## src/rtl/rename_stage_if.sv

```systemverilog
// rtl/rename_stage_if.sv - renamed-bundle output bus from rename to dispatch/ROB.
interface rename_stage_if #(
  parameter int PHY_WIDTH = 6
);
  logic                 out_valid_0;
  logic                 out_valid_1;
  logic                 out_rd_we_0;
  logic                 out_rd_we_1;
  logic [PHY_WIDTH-1:0] out_rs1_phy_0;
  logic [PHY_WIDTH-1:0] out_rs1_phy_1;
  logic [PHY_WIDTH-1:0] out_rs2_phy_0;
  logic [PHY_WIDTH-1:0] out_rs2_phy_1;
  logic [PHY_WIDTH-1:0] out_rd_phy_new_0;
  logic [PHY_WIDTH-1:0] out_rd_phy_new_1;
  logic [PHY_WIDTH-1:0] out_rd_phy_old_0;
  logic [PHY_WIDTH-1:0] out_rd_phy_old_1;
  logic                 out_ready;

  modport master (
    output out_valid_0, out_valid_1, out_rd_we_0, out_rd_we_1,
    output out_rs1_phy_0, out_rs1_phy_1, out_rs2_phy_0, out_rs2_phy_1,
    output out_rd_phy_new_0, out_rd_phy_new_1, out_rd_phy_old_0, out_rd_phy_old_1,
    input  out_ready
  );

  modport slave (
    input  out_valid_0, out_valid_1, out_rd_we_0, out_rd_we_1,
    input  out_rs1_phy_0, out_rs1_phy_1, out_rs2_phy_0, out_rs2_phy_1,
    input  out_rd_phy_new_0, out_rd_phy_new_1, out_rd_phy_old_0, out_rd_phy_old_1,
    output out_ready
  );
endinterface

```

## src/rtl/rename_stage.sv

```systemverilog
// rtl/rename_stage.sv - two-wide register rename with speculative/committed map tables.
module rename_stage #(
  parameter int ARCH_REGS  = 32,
  parameter int PHY_REGS   = 64,
  parameter int ARCH_WIDTH = 5,
  parameter int PHY_WIDTH  = 6,
  parameter int CNT_WIDTH  = 6
) (
  input  logic                  clk,
  input  logic                  rst,
  input  logic                  flush,
  input  logic                  in_valid_0,
  input  logic                  in_valid_1,
  input  logic                  in_rd_we_0,
  input  logic                  in_rd_we_1,
  input  logic [ARCH_WIDTH-1:0] in_rd_arch_0,
  input  logic [ARCH_WIDTH-1:0] in_rd_arch_1,
  input  logic [ARCH_WIDTH-1:0] in_rs1_arch_0,
  input  logic [ARCH_WIDTH-1:0] in_rs1_arch_1,
  input  logic [ARCH_WIDTH-1:0] in_rs2_arch_0,
  input  logic [ARCH_WIDTH-1:0] in_rs2_arch_1,
  output logic                  in_ready,
  input  logic [CNT_WIDTH-1:0]  free_count,
  output logic                  alloc_req_0,
  output logic                  alloc_req_1,
  input  logic [PHY_WIDTH-1:0]  alloc_phy_0,
  input  logic [PHY_WIDTH-1:0]  alloc_phy_1,
  input  logic                  retire_valid,
  input  logic [ARCH_WIDTH-1:0] retire_rd_arch,
  input  logic [PHY_WIDTH-1:0]  retire_rd_phy,
  rename_stage_if.master        dn
);

  if (PHY_REGS < ARCH_REGS) begin : g_bad_cfg
    $error("rename_stage: PHY_REGS must cover the identity mapping of ARCH_REGS");
  end

  logic [PHY_WIDTH-1:0] srat [ARCH_REGS];
  logic [PHY_WIDTH-1:0] crat [ARCH_REGS];

  logic                 need_0, need_1, fire, out_busy;
  logic [1:0]           needed;
  logic [PHY_WIDTH-1:0] rs1_0, rs2_0, rs1_1, rs2_1, old_0, old_1, new_0, new_1;

  always_comb begin
    need_0   = in_valid_0 & in_rd_we_0 & (in_rd_arch_0 != '0);
    need_1   = in_valid_1 & in_rd_we_1 & (in_rd_arch_1 != '0);
    needed   = {1'b0, need_0} + {1'b0, need_1};
    out_busy = (dn.out_valid_0 | dn.out_valid_1) & ~dn.out_ready;
    in_ready = ~flush & ~rst & ~out_busy & (free_count >= CNT_WIDTH'(needed));
    fire     = in_ready & (in_valid_0 | in_valid_1);
    alloc_req_0 = fire & need_0;
    alloc_req_1 = fire & need_1;

    rs1_0 = (in_rs1_arch_0 == '0) ? '0 : srat[in_rs1_arch_0];
    rs2_0 = (in_rs2_arch_0 == '0) ? '0 : srat[in_rs2_arch_0];
    rs1_1 = (in_rs1_arch_1 == '0) ? '0 : srat[in_rs1_arch_1];
    rs2_1 = (in_rs2_arch_1 == '0) ? '0 : srat[in_rs2_arch_1];
    // Slot 1 must see slot 0's fresh destination, not the stale map entry.
    if (need_0 && in_rs1_arch_1 == in_rd_arch_0) rs1_1 = alloc_phy_0;
    if (need_0 && in_rs2_arch_1 == in_rd_arch_0) rs2_1 = alloc_phy_0;

    new_0 = need_0 ? alloc_phy_0 : '0;
    new_1 = need_1 ? alloc_phy_1 : '0;
    old_0 = need_0 ? srat[in_rd_arch_0] : '0;
    old_1 = '0;
    if (need_1)
      old_1 = (need_0 && in_rd_arch_0 == in_rd_arch_1) ? alloc_phy_0 : srat[in_rd_arch_1];
  end

  always_ff @(posedge clk) begin
    if (rst) begin
      for (int i = 0; i < ARCH_REGS; i++) crat[i] <= PHY_WIDTH'(i);
    end else if (retire_valid && retire_rd_arch != '0) begin
      crat[retire_rd_arch] <= retire_rd_phy;
    end
  end

  always_ff @(posedge clk) begin
    if (rst) begin
      for (int i = 0; i < ARCH_REGS; i++) srat[i] <= PHY_WIDTH'(i);
    end else if (flush) begin
      // Recover to committed state, folding in a retire landing this same cycle.
      for (int i = 1; i < ARCH_REGS; i++)
        srat[i] <= (retire_valid && retire_rd_arch == ARCH_WIDTH'(i)) ? retire_rd_phy : crat[i];
      srat[0] <= '0;
    end else if (fire) begin
      if (need_0) srat[in_rd_arch_0] <= alloc_phy_0;
      if (need_1) srat[in_rd_arch_1] <= alloc_phy_1;
    end
  end

  always_ff @(posedge clk) begin
    if (rst) begin
      dn.out_valid_0      <= 1'b0;
      dn.out_valid_1      <= 1'b0;
      dn.out_rd_we_0      <= 1'b0;
      dn.out_rd_we_1      <= 1'b0;
      dn.out_rs1_phy_0    <= '0;
      dn.out_rs1_phy_1    <= '0;
      dn.out_rs2_phy_0    <= '0;
      dn.out_rs2_phy_1    <= '0;
      dn.out_rd_phy_new_0 <= '0;
      dn.out_rd_phy_new_1 <= '0;
      dn.out_rd_phy_old_0 <= '0;
      dn.out_rd_phy_old_1 <= '0;
    end else if (flush) begin
      dn.out_valid_0 <= 1'b0;
      dn.out_valid_1 <= 1'b0;
    end else if (fire) begin
      dn.out_valid_0      <= in_valid_0;
      dn.out_valid_1      <= in_valid_1;
      dn.out_rd_we_0      <= need_0;
      dn.out_rd_we_1      <= need_1;
      dn.out_rs1_phy_0    <= rs1_0;
      dn.out_rs1_phy_1    <= rs1_1;
      dn.out_rs2_phy_0    <= rs2_0;
      dn.out_rs2_phy_1    <= rs2_1;
      dn.out_rd_phy_new_0 <= new_0;
      dn.out_rd_phy_new_1 <= new_1;
      dn.out_rd_phy_old_0 <= old_0;
      dn.out_rd_phy_old_1 <= old_1;
    end else if (dn.out_ready) begin
      dn.out_valid_0 <= 1'b0;
      dn.out_valid_1 <= 1'b0;
    end
  end

endmodule

```

## src/flat_wrapper.sv

```systemverilog
// flat-port wrapper written by rule: the top's interface ports become plain ports
module rename_stage_flat 
#(
  parameter int ARCH_REGS  = 32,
  parameter int PHY_REGS   = 64,
  parameter int ARCH_WIDTH = 5,
  parameter int PHY_WIDTH  = 6,
  parameter int CNT_WIDTH  = 6
)
  (clk, rst, flush, in_valid_0, in_valid_1, in_rd_we_0, in_rd_we_1, in_rd_arch_0, in_rd_arch_1, in_rs1_arch_0, in_rs1_arch_1, in_rs2_arch_0, in_rs2_arch_1, in_ready, free_count, alloc_req_0, alloc_req_1, alloc_phy_0, alloc_phy_1, retire_valid, retire_rd_arch, retire_rd_phy, dn_out_valid_0, dn_out_valid_1, dn_out_rd_we_0, dn_out_rd_we_1, dn_out_rs1_phy_0, dn_out_rs1_phy_1, dn_out_rs2_phy_0, dn_out_rs2_phy_1, dn_out_rd_phy_new_0, dn_out_rd_phy_new_1, dn_out_rd_phy_old_0, dn_out_rd_phy_old_1, dn_out_ready);
  rename_stage_if #(.PHY_WIDTH(PHY_WIDTH)) dn_i ();
  input  logic clk;
  input  logic rst;
  input  logic flush;
  input  logic in_valid_0;
  input  logic in_valid_1;
  input  logic in_rd_we_0;
  input  logic in_rd_we_1;
  input  logic [ARCH_WIDTH-1:0] in_rd_arch_0;
  input  logic [ARCH_WIDTH-1:0] in_rd_arch_1;
  input  logic [ARCH_WIDTH-1:0] in_rs1_arch_0;
  input  logic [ARCH_WIDTH-1:0] in_rs1_arch_1;
  input  logic [ARCH_WIDTH-1:0] in_rs2_arch_0;
  input  logic [ARCH_WIDTH-1:0] in_rs2_arch_1;
  output logic in_ready;
  input  logic [CNT_WIDTH-1:0] free_count;
  output logic alloc_req_0;
  output logic alloc_req_1;
  input  logic [PHY_WIDTH-1:0] alloc_phy_0;
  input  logic [PHY_WIDTH-1:0] alloc_phy_1;
  input  logic retire_valid;
  input  logic [ARCH_WIDTH-1:0] retire_rd_arch;
  input  logic [PHY_WIDTH-1:0] retire_rd_phy;
  output wire logic [$bits(dn_i.out_valid_0)-1:0] dn_out_valid_0;
  output wire logic [$bits(dn_i.out_valid_1)-1:0] dn_out_valid_1;
  output wire logic [$bits(dn_i.out_rd_we_0)-1:0] dn_out_rd_we_0;
  output wire logic [$bits(dn_i.out_rd_we_1)-1:0] dn_out_rd_we_1;
  output wire logic [$bits(dn_i.out_rs1_phy_0)-1:0] dn_out_rs1_phy_0;
  output wire logic [$bits(dn_i.out_rs1_phy_1)-1:0] dn_out_rs1_phy_1;
  output wire logic [$bits(dn_i.out_rs2_phy_0)-1:0] dn_out_rs2_phy_0;
  output wire logic [$bits(dn_i.out_rs2_phy_1)-1:0] dn_out_rs2_phy_1;
  output wire logic [$bits(dn_i.out_rd_phy_new_0)-1:0] dn_out_rd_phy_new_0;
  output wire logic [$bits(dn_i.out_rd_phy_new_1)-1:0] dn_out_rd_phy_new_1;
  output wire logic [$bits(dn_i.out_rd_phy_old_0)-1:0] dn_out_rd_phy_old_0;
  output wire logic [$bits(dn_i.out_rd_phy_old_1)-1:0] dn_out_rd_phy_old_1;
  input wire logic [$bits(dn_i.out_ready)-1:0] dn_out_ready;
  assign dn_out_valid_0 = dn_i.out_valid_0;
  assign dn_out_valid_1 = dn_i.out_valid_1;
  assign dn_out_rd_we_0 = dn_i.out_rd_we_0;
  assign dn_out_rd_we_1 = dn_i.out_rd_we_1;
  assign dn_out_rs1_phy_0 = dn_i.out_rs1_phy_0;
  assign dn_out_rs1_phy_1 = dn_i.out_rs1_phy_1;
  assign dn_out_rs2_phy_0 = dn_i.out_rs2_phy_0;
  assign dn_out_rs2_phy_1 = dn_i.out_rs2_phy_1;
  assign dn_out_rd_phy_new_0 = dn_i.out_rd_phy_new_0;
  assign dn_out_rd_phy_new_1 = dn_i.out_rd_phy_new_1;
  assign dn_out_rd_phy_old_0 = dn_i.out_rd_phy_old_0;
  assign dn_out_rd_phy_old_1 = dn_i.out_rd_phy_old_1;
  assign dn_i.out_ready = dn_out_ready;
  rename_stage #(.ARCH_REGS(ARCH_REGS), .PHY_REGS(PHY_REGS), .ARCH_WIDTH(ARCH_WIDTH), .PHY_WIDTH(PHY_WIDTH), .CNT_WIDTH(CNT_WIDTH)) u_core (.clk(clk), .rst(rst), .flush(flush), .in_valid_0(in_valid_0), .in_valid_1(in_valid_1), .in_rd_we_0(in_rd_we_0), .in_rd_we_1(in_rd_we_1), .in_rd_arch_0(in_rd_arch_0), .in_rd_arch_1(in_rd_arch_1), .in_rs1_arch_0(in_rs1_arch_0), .in_rs1_arch_1(in_rs1_arch_1), .in_rs2_arch_0(in_rs2_arch_0), .in_rs2_arch_1(in_rs2_arch_1), .in_ready(in_ready), .free_count(free_count), .alloc_req_0(alloc_req_0), .alloc_req_1(alloc_req_1), .alloc_phy_0(alloc_phy_0), .alloc_phy_1(alloc_phy_1), .retire_valid(retire_valid), .retire_rd_arch(retire_rd_arch), .retire_rd_phy(retire_rd_phy), .dn(dn_i));
endmodule
```

## config.mk

```make
export PLATFORM = sky130hd
export DESIGN_NAME = rename_stage_flat
export DESIGN_NICKNAME = d
export VERILOG_FILES = /design/src/rtl/rename_stage_if.sv /design/src/rtl/rename_stage.sv /design/src/flat_wrapper.sv
export SDC_FILE = /design/constraint.sdc
export NUM_CORES = 1
export LEC_CHECK = 0
export ABC_AREA = 0
export BUFFER_PORTS_ARGS = -buffer_cell sky130_fd_sc_hd__buf_2
export CAP_MARGIN = 40
export CORE_ASPECT_RATIO = 1.5
export CORE_MARGIN = 5
export CORE_UTILIZATION = 25
export CTS_BUF_LIST = sky130_fd_sc_hd__clkbuf_8
export DETAILED_ROUTE_END_ITERATION = 10
export HOLD_SLACK_MARGIN = 0.02
export MAX_ROUTING_LAYER = met4
export PLACE_DENSITY = 0.47
export REMOVE_ABC_BUFFERS = 1
export SYNTH_ARGS = -nofsm -noshare
export SYNTH_HDL_FRONTEND = slang
export SYNTH_SLANG_ARGS = --single-unit
```

## constraint.sdc

```tcl
create_clock -name clk -period 5.7 [get_ports clk]
set_input_delay 0.57 -clock clk [delete_from_list [all_inputs] [get_ports clk]]
set_output_delay 0.57 -clock clk [all_outputs]
set_load 0.05 [all_outputs]
```

==> run summary <==
### Synth
* commonest register cell after synthesis: sky130_fd_sc_hd__edfxtp_1
* simple-gate portion of the synthesized area: 0.1437
* Syn. warnings: 0
* mean post-synth cell area: 11.03 µm²
* Synth Area in XOR/XNOR: 0.004133
* sequential element share of the synthesized area: 0.3898
* distinct cell type count after synthesis: 81
* Post-Synthesis Cells: 2,883
* Synth Area in Adders: 0.001181
* number of synthesized register bits: 430
* top-area cell type share of the netlist area: 0.3571
* top cells by area, synth: sky130_fd_sc_hd__edfxtp_1 (36%), sky130_fd_sc_hd__mux4_2 (19%), sky130_fd_sc_hd__mux2i_1 (4.7%)
* count of flip-flops with a built-in enable after synthesis: 378
* Async SR Flop Fraction: 0
* compound-cell area share of the yosys netlist: 0.1466
* cell area after synthesis: 0.03179 mm²
* biggest area consumer among synthesized cells: sky130_fd_sc_hd__edfxtp_1
* main combinational cell family by area after synthesis: multiplexers
* multiplexer fraction of the synthesized cell area: 0.2680

### Power and ir drop
* power density of the placed cells: 239.7 mW/mm²
* maximum resistive drop on vdd: 0.1561 mV
* static power due to leakage: 12.05 nW

### Final layout
* ratio of cells with drive above 1 in the final layout: 0.2612
* count of non-filler cells in the finished layout: 4,664
* fill cell count: 13,270
* P&R area growth vs syn: 12.60%
* post-layout net count: 2,969

### Global routing
* vias in the first global route: 26,390
* initial antenna violation count: 11
* pin count of the biggest net entering global routing: 63
* overall global routing resource usage: 0.2346
* global-route congestion overflow total: 0
* global-route wire length before repair: 216,600 µm

### Drt
* Detailed Route Iter0 Violations: 3,058
* count of vias placed by the detailed router: 27,240
* final routed DRC violation total: 0
* routed vias/inst: 5.841
* routed wirelength normalized by instance count: 33.95 µm
* total detailed-routing wirelength: 158,400 µm
* antenna violation net count after detailed routing: 0
* Initial DRT Pass Iterations: 6

### Worst setup path
* count of buffering cells on the critical path with inverters included: 6
* biggest cell delay along the critical path: 0.65 ns
* count of cell instances traversed by the critical path: 14
* critical path's top delay family: buffers and inverters
* kind of capture point of the worst setup path: primary output
* critical path data required time: 5.13 ns
* CP cell instances: dlygate4sd3_1 > buf_2 > and2_1 > o21ai_4 > inv_4 > ha_1 > ha_1 > nand2b_1 > a211oi_4 > nor3_4 > buf_12 > nand2_1 > inv_1 > buf_2
* type of origin of the critical path: primary input
* arrival time at the worst endpoint: 4.32 ns
* CP max FO: 35
* slowest cell on the critical path: sky130_fd_sc_hd__inv_1
* reg2reg path depth: 6
* startpoint-to-endpoint class of the critical path: primary input to primary output

### Clocking
* clock net sink count: 430
* cell at the root of the clock tree: sky130_fd_sc_hd__clkbuf_8
* worst-case clock buffer depth: 3
* setup repair bufs after CTS: 0
* TritonCTS clock tree: yes
* total clock buffers created by CTS: 69
* clock latency at the later pin of the worst-skew pair: 0.78 ns
* Clk pin slew, worst setup/hold paths: 0.06 ns
* count of H-tree levels built during CTS: 3
* number of resized instances in the post-cts repair step: 0

### Timing
* Final Worst Setup Slack: 0.8052 ns
* upper clock frequency limit: 204.3 MHz
* transition at the pin with the smallest max-transition slack: 1.035 ns
* Slew Limit Fails: 0
* period utilisation layout: 0.8587
* number of endpoints with negative hold slack in the final report: 0
* clock period minus final worst setup slack: 4.895 ns
* worst slew margin relative to its limit: 0.2918
* Finish-stage setup viols: 0
* worst hold slack: 0.08695 ns
* clock skew after layout: 0.04840 ns
* unrepaired setup endpoints after global routing: false
* Total Negative Setup Slacks: 0 ns

### Outcome
* run status: complete, no violations

### Placement
* DP HPWL: 118,600 µm
* placer's final routability congestion estimate: 0.9932
* DP Cell Count: 4,518
* Worst Setup Slack post-DPL: 0.9743 ns
* number of port buffers: 122

### Worst hold path
* min-delay worst type: primary input to flop
* worst hold path stage count: 3

### Flow run
* count of max-cap constraint violations: 0

### Floorplanning
* number of placement rows: 160
* # IOs: 123
* Initial Util: 0.2512
* chip height: 446.7 µm
* core footprint: 0.1265 mm²
* overall die area: 0.1345 mm²
* Chip Width: 301.1 µm

## worst paths after layout
kind	endpoint	slack (ns)	start
max	alloc_req_0	0.81	in_valid_0
min reg2reg	u_core.dn.out_rs2_phy_0[2]	0.45	u_core.dn.out_rs2_phy_0[2]
max reg2reg	u_core.srat[5][1]	2.71	u_core.dn.out_valid_0
min	u_core.dn.out_valid_1	0.09	in_valid_1
## worst min-delay path: cells and delay by family
kind	cells	cell delay (ns)
simple gates	1	0.08
buf+inv	1	0.11
compound gates	1	0.06
## logic make-up after synthesis
family,count (synthesis)
simple gates,890
compound gates,697
mux,505
flops,430
buf+inv,342
xor+xnor,15
fa+ha+maj,3
other cells,1
## Yosys cell counts, drive strengths merged, types with 5 or more instances
library cell,instances
or4,6
a21oi,197
nand3b,11
or3,83
and2,116
a2111oi,17
nand2b,16
o31ai,5
xnor2,6
edfxtp,378
a211o,9
a211oi,27
dfxtp,52
a31oi,32
o22ai,14
buf,118
mux2,88
o41ai,7
a311oi,12
nor3b,5
and3,20
mux4,268
nand3,140
o21ai,137
a22oi,69
a22o,20
a21o,9
mux2i,149
nor2b,31
nor3,31
xor2,9
nand4,25
a221oi,24
o211ai,35
a32oi,15
inv,18
nor2,182
clkbuf,205
o2bb2ai,27
o22a,5
nand2,207
a2bb2oi,10
a41oi,7
## power by group
part	internal (mW)	switching (mW)
Clock	1.33	1.43
Combinational	0.691	1.20
Sequential	3.64	0.297
Total	5.66	2.92
## cells in the final DEF (no fill, tap or decap), types with 29 or more instances in the layout
cell type / n
sky130_fd_sc_hd__buf_2: 131
sky130_fd_sc_hd__a22oi_1: 69
sky130_fd_sc_hd__and2_1: 115
sky130_fd_sc_hd__nor2_1: 179
sky130_fd_sc_hd__a21oi_1: 196
sky130_fd_sc_hd__dfxtp_1: 52
sky130_fd_sc_hd__nand3_1: 127
sky130_fd_sc_hd__edfxtp_1: 378
sky130_fd_sc_hd__nand2_1: 206
sky130_fd_sc_hd__mux2_2: 88
sky130_fd_sc_hd__nor2b_1: 29
sky130_fd_sc_hd__a31oi_1: 32
sky130_fd_sc_hd__mux4_2: 268
sky130_fd_sc_hd__inv_1: 31
sky130_fd_sc_hd__mux2i_1: 149
sky130_fd_sc_hd__o211ai_1: 34
sky130_fd_sc_hd__buf_4: 112
sky130_fd_sc_hd__clkbuf_8: 72
sky130_fd_sc_hd__o21ai_0: 132
sky130_fd_sc_hd__or3_1: 83
## state kept, by name, indices dropped and copies added (netlist names)
signal	flops
u_core.dn.out_rs2_phy_0	6
u_core.dn.out_rd_phy_old_1	6
u_core.dn.out_valid_0	1
u_core.dn.out_rd_phy_new_1	6
u_core.dn.out_rs1_phy_0	6
u_core.dn.out_rs2_phy_1	6
u_core.dn.out_valid_1	1
u_core.dn.out_rd_phy_new_0	6
u_core.srat	192
u_core.dn.out_rs1_phy_1	6
u_core.dn.out_rd_we_0	1
u_core.dn.out_rd_we_1	1
u_core.crat	186
u_core.dn.out_rd_phy_old_0	6
## per-layer routing
metal  share of wire  track usage
met5               0            -
met4            0.11       0.2030
met3           0.080      0.04536
met2            0.46       0.3670
met1            0.35       0.2554
## repair_timing
item	4_1_cts	5_1_grt
hold endpoints to repair	1	0
hold buffers	1	0
setup endpoints to repair	0	0
## per-stage QoR
step | total power [mW] | cell area (µm²) | util
after floorplan | 4.754 | 30400 | -
after global placement | 5.785 | 34060 | 0.2692
after global routing | 8.791 | 35790 | 0.2829
final | 8.578 | 35790 | 0.2829
after CTS | 8.543 | 35700 | 0.2822
after detailed placement | 5.800 | 34350 | 0.2715
## layout make-up
class / instances / area (µm²) / area share
Sequential cell: 430 / 12390 / 0.3462
Inverter: 19 / 76.32 / 0.002132
Tap cell: 1701 / 2128 / 0.05947
Clock inverter: 53 / 347.8 / 0.009719
Timing Repair Buffer: 262 / 1798 / 0.05024
Multi-Input combinational cell: 2116 / 18030 / 0.5038
Antenna cell: 11 / 27.53 / 0.0007691
Clock buffer: 72 / 991.0 / 0.02769
Note: power is estimated with default switching activity, not from simulation.
